**config.mk**
```make
export PLATFORM = sky130hd
export DESIGN_NAME = stage4_alu_seq
export DESIGN_NICKNAME = d
export VERILOG_FILES = /design/src/rtl/stage4_alu_seq.sv
export SDC_FILE = /design/constraint.sdc
export NUM_CORES = 1
export LEC_CHECK = 0
export CAP_MARGIN = 10
export CORE_MARGIN = 2
export CORE_UTILIZATION = 45
export CTS_BUF_LIST = sky130_fd_sc_hd__clkbuf_4
export DETAILED_ROUTE_END_ITERATION = 10
export PLACE_DENSITY = 0.73
export SLEW_MARGIN = 20
export SYNTH_ARGS = -nofsm -noshare
export SYNTH_HDL_FRONTEND = slang
export SYNTH_SLANG_ARGS = --single-unit
```
**constraint.sdc**
```tcl
create_clock -name ram_clk -period 4.6 [get_ports ram_clk]
set_input_delay 0.92 -clock ram_clk [delete_from_list [all_inputs] [get_ports ram_clk]]
set_output_delay 0.92 -clock ram_clk [all_outputs]
set_load 0.01 [all_outputs]
```
**src/rtl/stage4_alu_seq.sv**
```systemverilog
// Sequential multi-byte ALU stage: reads byte operands from the register file through one
// synchronous read port, writes one result byte per iteration and reports carry/zero/error.
// Optional feature macro STAGE4_ALU_SHIFT_EN enables SHL (opcode 6) and SHR (opcode 7).
module stage4_alu_seq #(
  parameter int unsigned REG_COUNT = 64,
  parameter int unsigned REG_AW    = 6,
  parameter int unsigned LEN_W     = 7
) (
  input  logic              ram_clk,
  input  logic              rst,
  input  logic              stage4_exec,
  output logic              stage4_exec_ready,
  input  logic [4:0]        stage4_oper,
  input  logic [REG_AW-1:0] stage4_src_a,
  input  logic [REG_AW-1:0] stage4_src_b,
  input  logic [REG_AW-1:0] stage4_dst,
  input  logic [LEN_W-1:0]  stage4_length,
  output logic [REG_AW-1:0] reg_read_address,
  input  logic [7:0]        reg_read_data,
  output logic              reg_write,
  output logic [REG_AW-1:0] reg_write_address,
  output logic [7:0]        reg_write_data,
  output logic              stage4_carry,
  output logic              stage4_zero,
  output logic              stage4_error
);

  localparam logic [4:0] OpAdd = 5'd1;
  localparam logic [4:0] OpSub = 5'd2;
  localparam logic [4:0] OpAnd = 5'd3;
  localparam logic [4:0] OpOr  = 5'd4;
  localparam logic [4:0] OpXor = 5'd5;
`ifdef STAGE4_ALU_SHIFT_EN
  localparam logic [4:0] OpShl = 5'd6;
  localparam logic [4:0] OpShr = 5'd7;
`endif

  // Index arithmetic relies on natural REG_AW-bit wrap, so the depth must match.
  if (REG_COUNT != (32'd1 << REG_AW)) begin : g_bad_cfg
    $error("REG_COUNT must equal 2**REG_AW");
  end

  typedef enum logic [2:0] {StIdle, StRdA, StRdB, StWr, StDone} state_e;

  state_e            r_state, w_state_next;
  logic              r_exec_q;
  logic [4:0]        r_oper;
  logic [REG_AW-1:0] r_src_a, r_src_b, r_dst, r_idx;
  logic [LEN_W-1:0]  r_cnt;
  logic [7:0]        r_a;
  logic              r_carry, r_zero, r_error, r_ready;

  logic              w_start, w_legal, w_is_shift, w_desc, w_last;
  logic [7:0]        w_a, w_res;
  logic [8:0]        w_sum;
  logic              w_cout;

  assign w_start = stage4_exec & ~r_exec_q & (r_state == StIdle);
  assign w_last  = (r_cnt == LEN_W'(1));

`ifdef STAGE4_ALU_SHIFT_EN
  assign w_is_shift = (r_oper == OpShl) || (r_oper == OpShr);
  assign w_desc     = (r_oper == OpShr);
`else
  assign w_is_shift = 1'b0;
  assign w_desc     = 1'b0;
`endif

  // Opcode legality of the incoming request.
  always_comb begin
    w_legal = 1'b0;
    case (stage4_oper)
      OpAdd, OpSub, OpAnd, OpOr, OpXor: w_legal = 1'b1;
`ifdef STAGE4_ALU_SHIFT_EN
      OpShl, OpShr: w_legal = 1'b1;
`endif
      default: w_legal = 1'b0;
    endcase
  end

  // Byte datapath; shifts take A straight from the read port since RD_B is skipped.
  always_comb begin
    w_a    = w_is_shift ? reg_read_data : r_a;
    w_sum  = '0;
    w_res  = '0;
    w_cout = 1'b0;
    case (r_oper)
      OpAdd: begin
        w_sum  = {1'b0, w_a} + {1'b0, reg_read_data} + {8'd0, r_carry};
        w_res  = w_sum[7:0];
        w_cout = w_sum[8];
      end
      OpSub: begin
        w_sum  = {1'b0, w_a} + {1'b0, ~reg_read_data} + {8'd0, r_carry};
        w_res  = w_sum[7:0];
        w_cout = w_sum[8];
      end
      OpAnd: w_res = w_a & reg_read_data;
      OpOr:  w_res = w_a | reg_read_data;
      OpXor: w_res = w_a ^ reg_read_data;
`ifdef STAGE4_ALU_SHIFT_EN
      OpShl: begin
        w_res  = {w_a[6:0], r_carry};
        w_cout = w_a[7];
      end
      OpShr: begin
        w_res  = {r_carry, w_a[7:1]};
        w_cout = w_a[0];
      end
`endif
      default: ;
    endcase
  end

  // State register.
  always_ff @(posedge ram_clk or posedge rst) begin
    if (rst) begin
      r_state <= StIdle;
    end else begin
      r_state <= w_state_next;
    end
  end

  // Next-state logic; empty or illegal requests go straight to DONE.
  always_comb begin
    w_state_next = r_state;
    case (r_state)
      StIdle: begin
        if (w_start) begin
          w_state_next = (!w_legal || stage4_length == '0) ? StDone : StRdA;
        end
      end
      StRdA:   w_state_next = w_is_shift ? StWr : StRdB;
      StRdB:   w_state_next = StWr;
      StWr:    w_state_next = w_last ? StDone : StRdA;
      StDone:  w_state_next = StIdle;
      default: w_state_next = StIdle;
    endcase
  end

  // Register-file port drive; everything idles at zero outside its own state.
  always_comb begin
    reg_read_address  = '0;
    reg_write         = 1'b0;
    reg_write_address = '0;
    reg_write_data    = '0;
    case (r_state)
      StRdA: reg_read_address = r_src_a + r_idx;
      StRdB: reg_read_address = r_src_b + r_idx;
      StWr: begin
        reg_write         = 1'b1;
        reg_write_address = r_dst + r_idx;
        reg_write_data    = w_res;
      end
      default: ;
    endcase
  end

  // Request latch, operand capture, flag accumulation and index stepping.
  always_ff @(posedge ram_clk or posedge rst) begin
    if (rst) begin
      r_exec_q <= 1'b0;
      r_oper   <= '0;
      r_src_a  <= '0;
      r_src_b  <= '0;
      r_dst    <= '0;
      r_idx    <= '0;
      r_cnt    <= '0;
      r_a      <= '0;
      r_carry  <= 1'b0;
      r_zero   <= 1'b0;
      r_error  <= 1'b0;
      r_ready  <= 1'b0;
    end else begin
      r_exec_q <= stage4_exec;
      case (r_state)
        StIdle: begin
          if (w_start) begin
            r_oper  <= stage4_oper;
            r_src_a <= stage4_src_a;
            r_src_b <= stage4_src_b;
            r_dst   <= stage4_dst;
            r_cnt   <= stage4_length;
            r_ready <= 1'b0;
            r_carry <= w_legal && (stage4_oper == OpSub) && (stage4_length != '0);
            r_zero  <= 1'b1;
            r_error <= ~w_legal;
`ifdef STAGE4_ALU_SHIFT_EN
            r_idx   <= (stage4_oper == OpShr) ? REG_AW'(stage4_length - LEN_W'(1)) : '0;
`else
            r_idx   <= '0;
`endif
          end
        end
        StRdB: r_a <= reg_read_data;
        StWr: begin
          r_carry <= w_cout;
          r_zero  <= r_zero & (w_res == 8'h00);
          r_cnt   <= r_cnt - LEN_W'(1);
          r_idx   <= w_desc ? (r_idx - REG_AW'(1)) : (r_idx + REG_AW'(1));
        end
        StDone: r_ready <= 1'b1;
        default: ;
      endcase
    end
  end

  assign stage4_exec_ready = r_ready;
  assign stage4_carry      = r_carry;
  assign stage4_zero       = r_zero;
  assign stage4_error      = r_error;

endmodule

```
Word-level counts from Yosys, hierarchy flattened
Cells that the tools add are included.

Add/sub/neg operators: 9. Mux-type cells: 21. Divide/modulo/power cells: 0. Order comparisons: 0. Equality and inequality tests: 16. Shifts and indexed selects: 0. Bitwise gates (word level): 9. Multipliers: 0. Reduce and logical (&&, ||, !) cells: 14.

Operator list (number): $pmux 8 s5 (1); $pmux 6 s2 (2); $eq 5x2->1 const B (4); $eq 5x3->1 const B (4); $add 6x6->6 (3); $add 8x8->9 (2); $add 9x1->9 (2); $pmux 7 s2 (1); $mux 6 (2); $pmux 3 s4 (1); $eq 5x1->1 const B (2); $mux 3 (3); $and 8x8->8 (1); $logic_not 8->1 (1); $mux 8 (1); $not 8->8 (1); $or 8x8->8 (1); $pmux 1 s2 (4); $xor 8x8->8 (1); $eq 7x1->1 const B (1); $logic_not 7->1 (1); $mux 7 (1); $reduce_bool 7->1 (1); $sub 7x1->7 const B (1); other kinds (15) (27).

Bits of input ports: 41. Bits in latches: 0. Memories kept: 0. Output and inout bits: 25. Bits in read-only memories: 0. Register bits after elaboration: 52. Word-level logic and storage cells: 82. Memory bits (writable): 0.

Logic depth before layout (Yosys ltp)
Gate-level depths: netlist of the first run.

Depth after elaboration: 8. Mapped depth: 12. Gate-level depth less buffers: 11.

Worst setup path after synthesis of the first run
No wires, ideal clock.

Path kind: input-to-output. Start point: in reg_read_data[0]. End point: out reg_write_data[4]. Path buffers: 0. Setup slack: 0.878 ns. Stages: 9. Arrival time: 2.802 ns. Data required time: 3.680 ns. Cells stage by stage: inv_1 fa_1 fa_1 a21o_1 a21oi_1 xor2_1 a221oi_1 o31a_1 nor2_1.

Cells in the longest elaborated chain, start to end: 5. Elaborated cells on any way between the ends: 7. Those cells by class: add/sub: 4; mux: 2; bitwise: 1.

RTL lines: from (decl) (RTL line 19) `input logic [7:0] reg_read_data,`; $not 8->8 (RTL line 94) `w_sum = {1'b0, w_a} + {1'b0, ~reg_read_data} + {8'd0, r_carry};`; $add 8x8->9 (RTL line 94); $add 9x1->9 (RTL line 94); $pmux 8 s5 (*) (RTL line 87) `case (r_oper)`; $mux 8 (*) (RTL line 147) `case (r_state)`; to (decl) (RTL line 22) `output logic [7:0] reg_write_data,`.

Every way passes the cells marked *; elsewhere a longest branch is shown, timed or not.

Worst setup path in the final report of the first run
Start point: in reg_read_data[0]. End point: out reg_write_data[6].

The elaborated chain is that of the path after synthesis.

==> results of run 1 <==
power by group through the flow:
stage	sequential (mW)	clock, mW	combinational, mW
global route	0.905	0.253	2.12
finish	0.874	0.228	1.89
floorplan	0.811	0	1.27
global placement	0.868	0	1.80
detailed placement	0.881	0	1.84
CTS	0.870	0.237	1.86
critical path, stage by stage:
cell and delay (ns):
clkdlybuf4s50_1 0.49, inv_2 0.07, fa_2 0.40, fa_2 0.36
a21o_1 0.20, a21oi_2 0.19, o311a_1 0.24, o22a_1 0.17
a31oi_1 0.07, a21boi_1 0.16, dlygate4sd2_1 0.29
path summary, 6_finish.rpt:
| path | from | end | cells after the start |
|---|---|---|---|
| setup / recovery | reg_read_data[0] | reg_write_data[6] | 11 |
| hold / removal | r_src_a[3]$_DFFE_PP0P_ | r_src_a[3]$_DFFE_PP0P_ | 2 |
| setup reg to reg | stage4_carry$_DFFE_PP0P_ | stage4_carry$_DFFE_PP0P_ | 13 |
| hold reg to reg | r_src_a[3]$_DFFE_PP0P_ | r_src_a[3]$_DFFE_PP0P_ | 2 |
| max in group asynchronous | rst | r_src_b[5]$_DFFE_PP0P_ | 3 |
| min in group asynchronous | rst | r_a[0]$_DFFE_PP0P_ | 3 |
synthesized netlist by cell type (all sizes together), types with 6 or more instances:
cell type,number,area share (%)
nor3,10,1.3
inv,34,3.3
nand3,6,0.78
nor2,38,3.7
xnor2,9,2.1
mux2,7,2.1
fa,6,3.1
o21ai,25,3.3
buf,6,0.78
ha,37,12
nand2b,9,1.5
nand2,96,9.4
dfrtp,52,34
clkbuf,12,1.2
xor2,6,1.4
a21oi,22,2.9
layout by cell type (no fill, tap or decap), types with 3 or more instances in the layout:
master	n
a21o_1	5
a21oi_1	18
a21oi_2	4
a221o_1	4
a221oi_1	3
a22o_1	3
a31oi_1	4
and2_1	4
buf_4	12
clkbuf_4	5
clkdlybuf4s50_1	62
dfrtp_1	52
dlygate4sd2_1	3
fa_1	3
fa_2	3
ha_1	37
inv_1	31
inv_2	3
mux2_2	7
nand2_1	96
nand2b_1	9
nand3_1	6
nand3b_1	3
nand4_1	3
nor2_1	37
nor2b_1	4
nor3_1	10
o211ai_1	5
o21ai_0	24
o21bai_1	4
o311ai_0	3
o31ai_1	3
xnor2_1	9
xor2_1	6
what timing repair did:
item / CTS / global route
pin swaps: 3 / 3
gates cloned: 0 / 0
resized for setup: 5 / 8
hold buffers: 0 / 0
setup endpoints to repair: 3 / 5
buffers inserted: 0 / 1
per-layer routing:
layer / vias up / GRT usage, %
met3: 10 / 4.229
met2: 110 / 35.65
met4: 0 / 5.869
met5: - / 0
met1: 1618 / 29.00
li1: 1694 / -
flip-flops by register name, indices dropped and copies added (netlist names):
register and cells:
r_cnt 7, r_oper 5, r_idx 6, r_src_b 6, stage4_error 1, r_a 8, r_exec_q 1, r_src_a 6
stage4_exec_ready 1, r_state 3, stage4_carry 1, r_dst 6, stage4_zero 1
kinds of logic after synthesis:
logic type      after synthesis
compound gates              101
buf+inv                      52
simple gates                186
flops                        52
fa+ha+maj                    43
xor+xnor                     15
mux                           8
final cells by class:
cell class	instances	area [um2]
flip-flops and latches	52	1301
repair buffers	77	737.0
fillers	759	3531
clock buffers	5	37.54
well taps	105	131.4
inverters	34	127.6
multi-input cells	353	2366
clock inverters	3	26.28
==> flow_metrics.tcl, run 1 <==
set metrics [dict create \
    outcome "finished, final reports clean" \
    root_buffer "clkbuf_4" \
    r2r_slack_ns 1.87 \
    n_antenna_cell 0 \
    synth-simple-area-share_pct 21.68 \
    placed_area_mm2 0.004634 \
    h-tree-depth 2 \
    dp_hpwl_um 7123 \
    clk_pin_slew_ns 0.16 \
    synth_nets 541 \
    p_comb_share_pct 63.1 \
    antenna_found_initial 0 \
    ios 66 \
    fp.coreArea_mm2 0.008258 \
    final_core_util_pct 57.24 \
    hp-class "flip-flop to flip-flop" \
    area_growth_pct 23.18 \
    p_int_mw 1.608 \
    hold_violations 0 \
    synth_fa_ha_area_share_pct 15.19 \
    io_buffers 65 \
    dieArea_mm2 0.009282 \
    synth_compound_area_share_pct 18.19 \
    synth_top_family_by_area "simple AND/OR/NAND/NOR gates" \
    worst_pin_slew_ns 0.9026 \
    wl_met3_um 543 \
    ys_seq_elements 52 \
    start_util_pct 46.47 \
    ir_drop_uv 447.6 \
    dp_worst_setup_slack_ns -0.2527 \
    wl_met2_um 4547 \
    grt-ovfl-total 0 \
    worst_ep_required_time_ns 3.68 \
    drive_above_1_share_pct 8.969 \
    netlist_instances 457 \
    p_switching_mw 1.381 \
    clock-sinks 52 \
    grt_usage_pct 21.61 \
    first_global_vias 3408 \
    clk_latency_ns 0.38 \
    top_layer_used "met4" \
    crit_fanout 3 \
    yosysUniqueCellTypes 53 \
    grt_max_degree 53 \
    design_area_mm2 0.004727 \
    num-nets-final 607 \
    drt_first_pass_iters 5 \
    worstPathArrival_ns 3.57 \
    synth_edf_count 0 \
    synth_seq_area_share_pct 33.91 \
    slew_headroom_pct 38.27 \
    syn_area_per_cell_um2 8.397 \
    fin_skew_ns 0.01003 \
    drc 0 \
    rsz0062_at_grt "yes" \
    p_total_mw 2.989 \
    switching_share_pct 46.20 \
    ys_warn_count 0 \
    p_seq_share_pct 29.3 \
    place_inst 620 \
    layout_setup_ws_ns 0.1106 \
    die_w_um 96.35 \
    critPathKind "primary input to output port" \
    m1WireLength_um 4367 \
    crit_path_start_kind "primary input" \
    setup_viol 0 \
    viasPerCell 5.456 \
    place_congestion 0.9245 \
    fin_crit_ns 4.489 \
    cts_buffers 5 \
    drtIter0Drc 221 \
    drv_cap 0 \
    power_density_mw_per_mm2 632.4 \
    holdWs_ns 0.4919 \
    wl_per_cell_um 15.23 \
    post-route-period-util_pct 97.60 \
    rows 33 \
    vias 3432 \
    ant_nets 0 \
    power_leakage_nw 2.184 \
    cts_tree "built" \
    tns_ns 0 \
    die_height_um 96.35 \
    synthFlopType "dfrtp_1" \
    synth_area_mm2 0.003837 \
    finalMaxSlewViolations 0 \
    async_flop_share_pct 100.0 \
    synthMuxAreaShare_pct 2.315 \
    grt_pass1_wl_um 15700 \
    synthXorXnorAreaFrac_pct 3.424 \
    final_cells 629 \
    worstSetupEndpointType "output port" \
    clk_path_buf_depth 2 \
    power.share.clock_pct 7.6 \
    fmax_ghz 0.2227 \
    drt_wl_total_um 9579 \
]
No activity file was read; power rests on OpenSTA's default activity.
==> run 2, diff against run 1 <==
- SKIP_CTS_REPAIR_TIMING: not set -> 1
==> flow_metrics.tcl, run 2 (same netlist as run 1, synthesis figures left out) <==
set metrics [dict create \
    outcome "finished, final reports clean" \
    io_buffers 65 \
    cts_buffers 5 \
    start_util_pct 46.47 \
    dp_worst_setup_slack_ns -0.2527 \
    crit_slowest_cell "clkdlybuf4s50_1" \
    root_buffer "clkbuf_4" \
    reg.largest.list "r_a: 8 flops, r_cnt: 7 flops" \
    hold_violations 0 \
    clk_path_buf_depth 2 \
    worst_ep_required_time_ns 3.68 \
    grt_usage_pct 21.66 \
    ios 66 \
    drv_cap 0 \
    layout_commonest_cell "nand2_1" \
    place_congestion 0.9245 \
    drive_above_1_share_pct 8.987 \
    clock-sinks 52 \
    dp_hpwl_um 7123 \
    clk_pin_slew_ns 0.16 \
    power_leakage_nw 2.222 \
    switching_share_pct 46.26 \
    h-tree-depth 2 \
    clk_latency_ns 0.38 \
    grt-ovfl-total 0 \
    p_switching_mw 1.385 \
    cp_top_family "buffers and inverters" \
    worstSetupEndpointType "output port" \
    post-route-period-util_pct 98.28 \
    grt_pass1_wl_um 15730 \
    drt_wl_total_um 9594 \
    p_seq_share_pct 29.2 \
    finalMaxSlewViolations 0 \
    rsz0062_at_grt "no" \
    drt_first_pass_iters 4 \
    cts_tree "built" \
    largest_reg_flops 8 \
    drc 0 \
    area_growth_pct 23.51 \
    first_global_vias 3404 \
    worst_pin_slew_ns 0.9063 \
    slew_headroom_pct 38.02 \
    crit_chain "clkdlybuf4s50_1 > inv_1 > ha_1 > nor2b_2 > o311ai_2 > a21oi_2 > nor2_1 > a221o_1 > a21oi_2 > nor2_1 > clkdlybuf4s50_1" \
    crit_buf_inv 3 \
    die_height_um 96.35 \
    num-nets-final 606 \
    vias 3413 \
    power_density_mw_per_mm2 631.8 \
    die_w_um 96.35 \
    p_comb_share_pct 63.1 \
    worstPathArrival_ns 3.60 \
    crit_path_start_kind "primary input" \
    hp-class "flip-flop to flip-flop" \
    viasPerCell 5.435 \
    holdWs_ns 0.4925 \
    antenna_found_initial 0 \
    power.share.clock_pct 7.7 \
    rows 33 \
    fin_crit_ns 4.521 \
    dieArea_mm2 0.009282 \
    grt_max_degree 53 \
    critPathKind "primary input to output port" \
    crit_fanout 4 \
    p_int_mw 1.609 \
    setup_viol 0 \
    ant_nets 0 \
    slowest_delay_ns 0.52 \
    largest-register "r_a" \
    ir_drop_uv 447.1 \
    wl_per_cell_um 15.28 \
    fmax_ghz 0.2212 \
    r2r_slack_ns 1.85 \
    layout_common_cells "nand2_1, clkdlybuf4s50_1, dfrtp_1" \
    layout_setup_ws_ns 0.07927 \
    drtIter0Drc 223 \
    n_antenna_cell 0 \
    fp.coreArea_mm2 0.008258 \
    fin_skew_ns 0.01139 \
]
-- run 2: changes by cell type in the layout (fill, tap and decap cells not counted), sizes merged --
cell / previous run / this run
buf: 12 / 11
dlymetal6s2s: 0 / 3
dlygate4sd2: 3 / 0
-- run 2: per-layer routing --
layer	vias to the layer above	part of all wire, %	global-route usage [%]
met5	-	0	0
met4	0	0.97	5.751
met3	10	5.9	3.915
met2	101	48	35.76
met1	1612	45	29.30
li1	1690	-	-
-- run 2: metrics by stage --
| step | TNS (ns) | total power [mW] | util [%] | instances | cell area [um2] |
|---|---|---|---|---|---|
| final | 0 | 2.995 | 57.39 | 628 | 4740 |
| after CTS | -0.6135 | 2.966 | 56.89 | 628 | 4698 |
| after detailed placement | -0.5487 | 2.724 | 56.12 | 620 | 4634 |
| after floorplan | 0 | 2.084 | - | 457 | 3837 |
| after global placement | -0.4683 | 2.670 | 56.12 | 620 | 4634 |
| after global routing | 0 | 3.278 | 57.39 | 628 | 4740 |
-- run 2: area by class of cell --
| type | instances | area (um2) |
|---|---|---|
| repair buffers | 76 | 740.7 |
| flip-flops and latches | 52 | 1301 |
| well taps | 105 | 131.4 |
| clock inverters | 3 | 26.28 |
| clock buffers | 5 | 37.54 |
| multi-input cells | 353 | 2375 |
| fillers | 758 | 3518 |
| inverters | 34 | 127.6 |
-- run 2: power by group through the flow --
stage               logic, mW  clock network, mW  registers [mW]
CTS                      1.86              0.237           0.869
global route             2.12              0.253           0.904
finish                   1.89              0.230           0.874
floorplan                1.27                  0           0.811
detailed placement       1.84                  0           0.881
global placement         1.80                  0           0.868
-- run 2: path summary, 6_finish.rpt --
kind | end | cells after the start | from
worst max-delay path | reg_write_data[5] | 11 | reg_read_data[1]
worst min-delay path | r_src_a[3]$_DFFE_PP0P_ | 2 | r_src_a[3]$_DFFE_PP0P_
worst max register to register | stage4_zero$_DFFE_PP0P_ | 12 | stage4_carry$_DFFE_PP0P_
worst min register to register | r_src_a[3]$_DFFE_PP0P_ | 2 | r_src_a[3]$_DFFE_PP0P_
max in group asynchronous | r_src_b[5]$_DFFE_PP0P_ | 3 | rst
min in group asynchronous | r_a[0]$_DFFE_PP0P_ | 3 | rst
-- run 2: worst register-to-register path, cell delays in order (launching register included) --
cell      delay [ns]
dfrtp_1         0.50
inv_1           0.10
fa_2            0.38
fa_1            0.38
nand2b_1        0.19
a21oi_1         0.19
o21ai_0         0.11
nand2b_1        0.14
o22a_1          0.14
a31oi_1         0.07
a21boi_1        0.16
buf_4           0.15
a211oi_2        0.17
==> run 3, diff against run 2 <==
- clock period: 4.6 -> 4.2 ns (I/O delays scaled with it)
==> flow_metrics.tcl, run 3 (same netlist as run 1, synthesis figures left out) <==
set metrics [dict create \
    crit_fanout 3 \
    grt_pass1_wl_um 16560 \
    clock-sinks 52 \
    drt_wl_total_um 10220 \
    p_switching_mw 1.562 \
    n_antenna_cell 0 \
    viasPerCell 5.385 \
    p_seq_share_pct 27.5 \
    drtIter0Drc 276 \
    holdPathStages 2 \
    drt_first_pass_iters 4 \
    power_leakage_nw 2.399 \
    ir_drop_uv 549.3 \
    fin_crit_ns 4.108 \
    hp-class "flip-flop to flip-flop" \
    grt-ovfl-total 0 \
    rows 33 \
    wl_per_cell_um 15.63 \
    n_fill_cell 737 \
    power_density_mw_per_mm2 696.1 \
    fmax_ghz 0.2434 \
    area_growth_pct 29.25 \
    layout_common_cells "nand2_1, clkdlybuf4s50_1, dfrtp_1" \
    rsz0062_at_grt "no" \
    num-nets-final 632 \
    io_buffers 65 \
    post-route-period-util_pct 97.81 \
    dieArea_mm2 0.009282 \
    switching_share_pct 45.25 \
    clk_latency_ns 0.38 \
    p_int_mw 1.890 \
    hold_violations 0 \
    fp.coreArea_mm2 0.008258 \
    root_buffer "clkbuf_4" \
    reg.largest.list "r_a: 8 flops, r_cnt: 7 flops" \
    clk_pin_slew_ns 0.16 \
    die_w_um 96.35 \
    worst_ep_required_time_ns 3.36 \
    outcome "finished, final reports clean" \
    antenna_found_initial 0 \
    layout_commonest_cell "nand2_1" \
    largest_reg_flops 8 \
    slew_headroom_pct 32.11 \
    p_total_mw 3.453 \
    drive_above_1_share_pct 14.57 \
    cts_tree "built" \
    dp_hpwl_um 7718 \
    largest-register "r_a" \
    worstSetupEndpointType "output port" \
    finalMaxSlewViolations 0 \
    tns_ns 0 \
    r2r_cells 8 \
    crit_path_start_kind "primary input" \
    h-tree-depth 2 \
    vias 3522 \
    worstPathArrival_ns 3.27 \
    place_congestion 0.8982 \
    setup_viol 0 \
    start_util_pct 46.47 \
    die_height_um 96.35 \
    p_comb_share_pct 65.4 \
    drv_cap 0 \
    critPathKind "primary input to output port" \
    cts_buffers 5 \
    grt_max_degree 34 \
    grt_usage_pct 22.89 \
    ant_nets 0 \
    fin_skew_ns 0.01568 \
    worst_pin_slew_ns 0.9926 \
    power.share.clock_pct 7.1 \
    clk_path_buf_depth 2 \
    ios 66 \
    first_global_vias 3442 \
    drc 0 \
]
-- run 3: cell count changes in the layout (fill, tap and decap cells not counted), sizes merged --
cell           delta
dlymetal6s2s      +3
clkinvlp          -2
buf              +26
clkbuf            +1
clkinv            +1
clkdlybuf4s50     -3
-- run 3: critical path: stages --
cell	delay, ns
clkdlybuf4s50_1	0.48
inv_1	0.08
buf_4	0.15
fa_1	0.46
nor2_2	0.12
xnor2_1	0.12
a22oi_1	0.10
a21oi_2	0.19
o311a_1	0.19
clkdlybuf4s50_1	0.54
-- run 3: final cells by class --
| class | count | area [um2] | area share (%) |
|---|---|---|---|
| Clock buffer | 6 | 45.04 | 0.9082 |
| Clock inverter | 2 | 13.76 | 0.2775 |
| Inverter | 34 | 127.6 | 2.573 |
| Multi-Input combinational cell | 353 | 2394 | 48.26 |
| Sequential cell | 52 | 1305 | 26.31 |
| Tap cell | 105 | 131.4 | 2.649 |
| Timing Repair Buffer | 102 | 943.4 | 19.02 |
-- run 3: power groups by stage --
stage / Clock, mW / Combinational, mW / Sequential [mW]
finish: 0.245 / 2.26 / 0.950
global route: 0.275 / 2.52 / 0.986
CTS: 0.253 / 2.16 / 0.942
detailed placement: 0 / 2.14 / 0.954
global placement: 0 / 2.09 / 0.939
floorplan: 0 / 1.40 / 0.888
-- run 3: metal layers --
| metal | share of wire (%) | global-route usage, % | routed length [um] | vias up |
|---|---|---|---|---|
| met5 | 0 | 0 | 0 | - |
| met4 | 0.78 | 3.404 | 80 | 0 |
| met3 | 4.3 | 3.446 | 439 | 7 |
| met2 | 49 | 39.24 | 5015 | 83 |
| met1 | 46 | 31.27 | 4688 | 1683 |
| li1 | - | - | - | 1749 |
-- run 3: through the flow --
step | area (um2) | hold slack (ns) | instances | worst slack [ns] | utilization (%)
2_1_floorplan | 3837 | 0.4401 | 457 | 0.6385 | -
4_1_cts | 4836 | 0.4992 | 647 | -0.5079 | 58.56
3_3_place_gp | 4777 | 0.4532 | 639 | -0.4676 | 57.85
6_report | 4960 | 0.4947 | 654 | 0.09207 | 60.06
3_5_place_dp | 4777 | 0.4614 | 639 | -0.4866 | 57.85
5_1_grt | 4960 | 0.5280 | 654 | 0.002715 | 60.06
-- run 3: path summary, 6_finish.rpt --
check	to	from	slack (ns)
min in group asynchronous	r_a[0]$_DFFE_PP0P_	rst	0.88
setup / recovery	reg_write_data[2]	reg_read_data[1]	0.09
hold reg to reg	r_src_a[1]$_DFFE_PP0P_	r_src_a[1]$_DFFE_PP0P_	0.49
setup reg to reg	stage4_zero$_DFFE_PP0P_	stage4_carry$_DFFE_PP0P_	1.37
hold / removal	r_src_a[1]$_DFFE_PP0P_	r_src_a[1]$_DFFE_PP0P_	0.49
max in group asynchronous	r_state[1]$_DFFE_PP0P_	rst	2.55
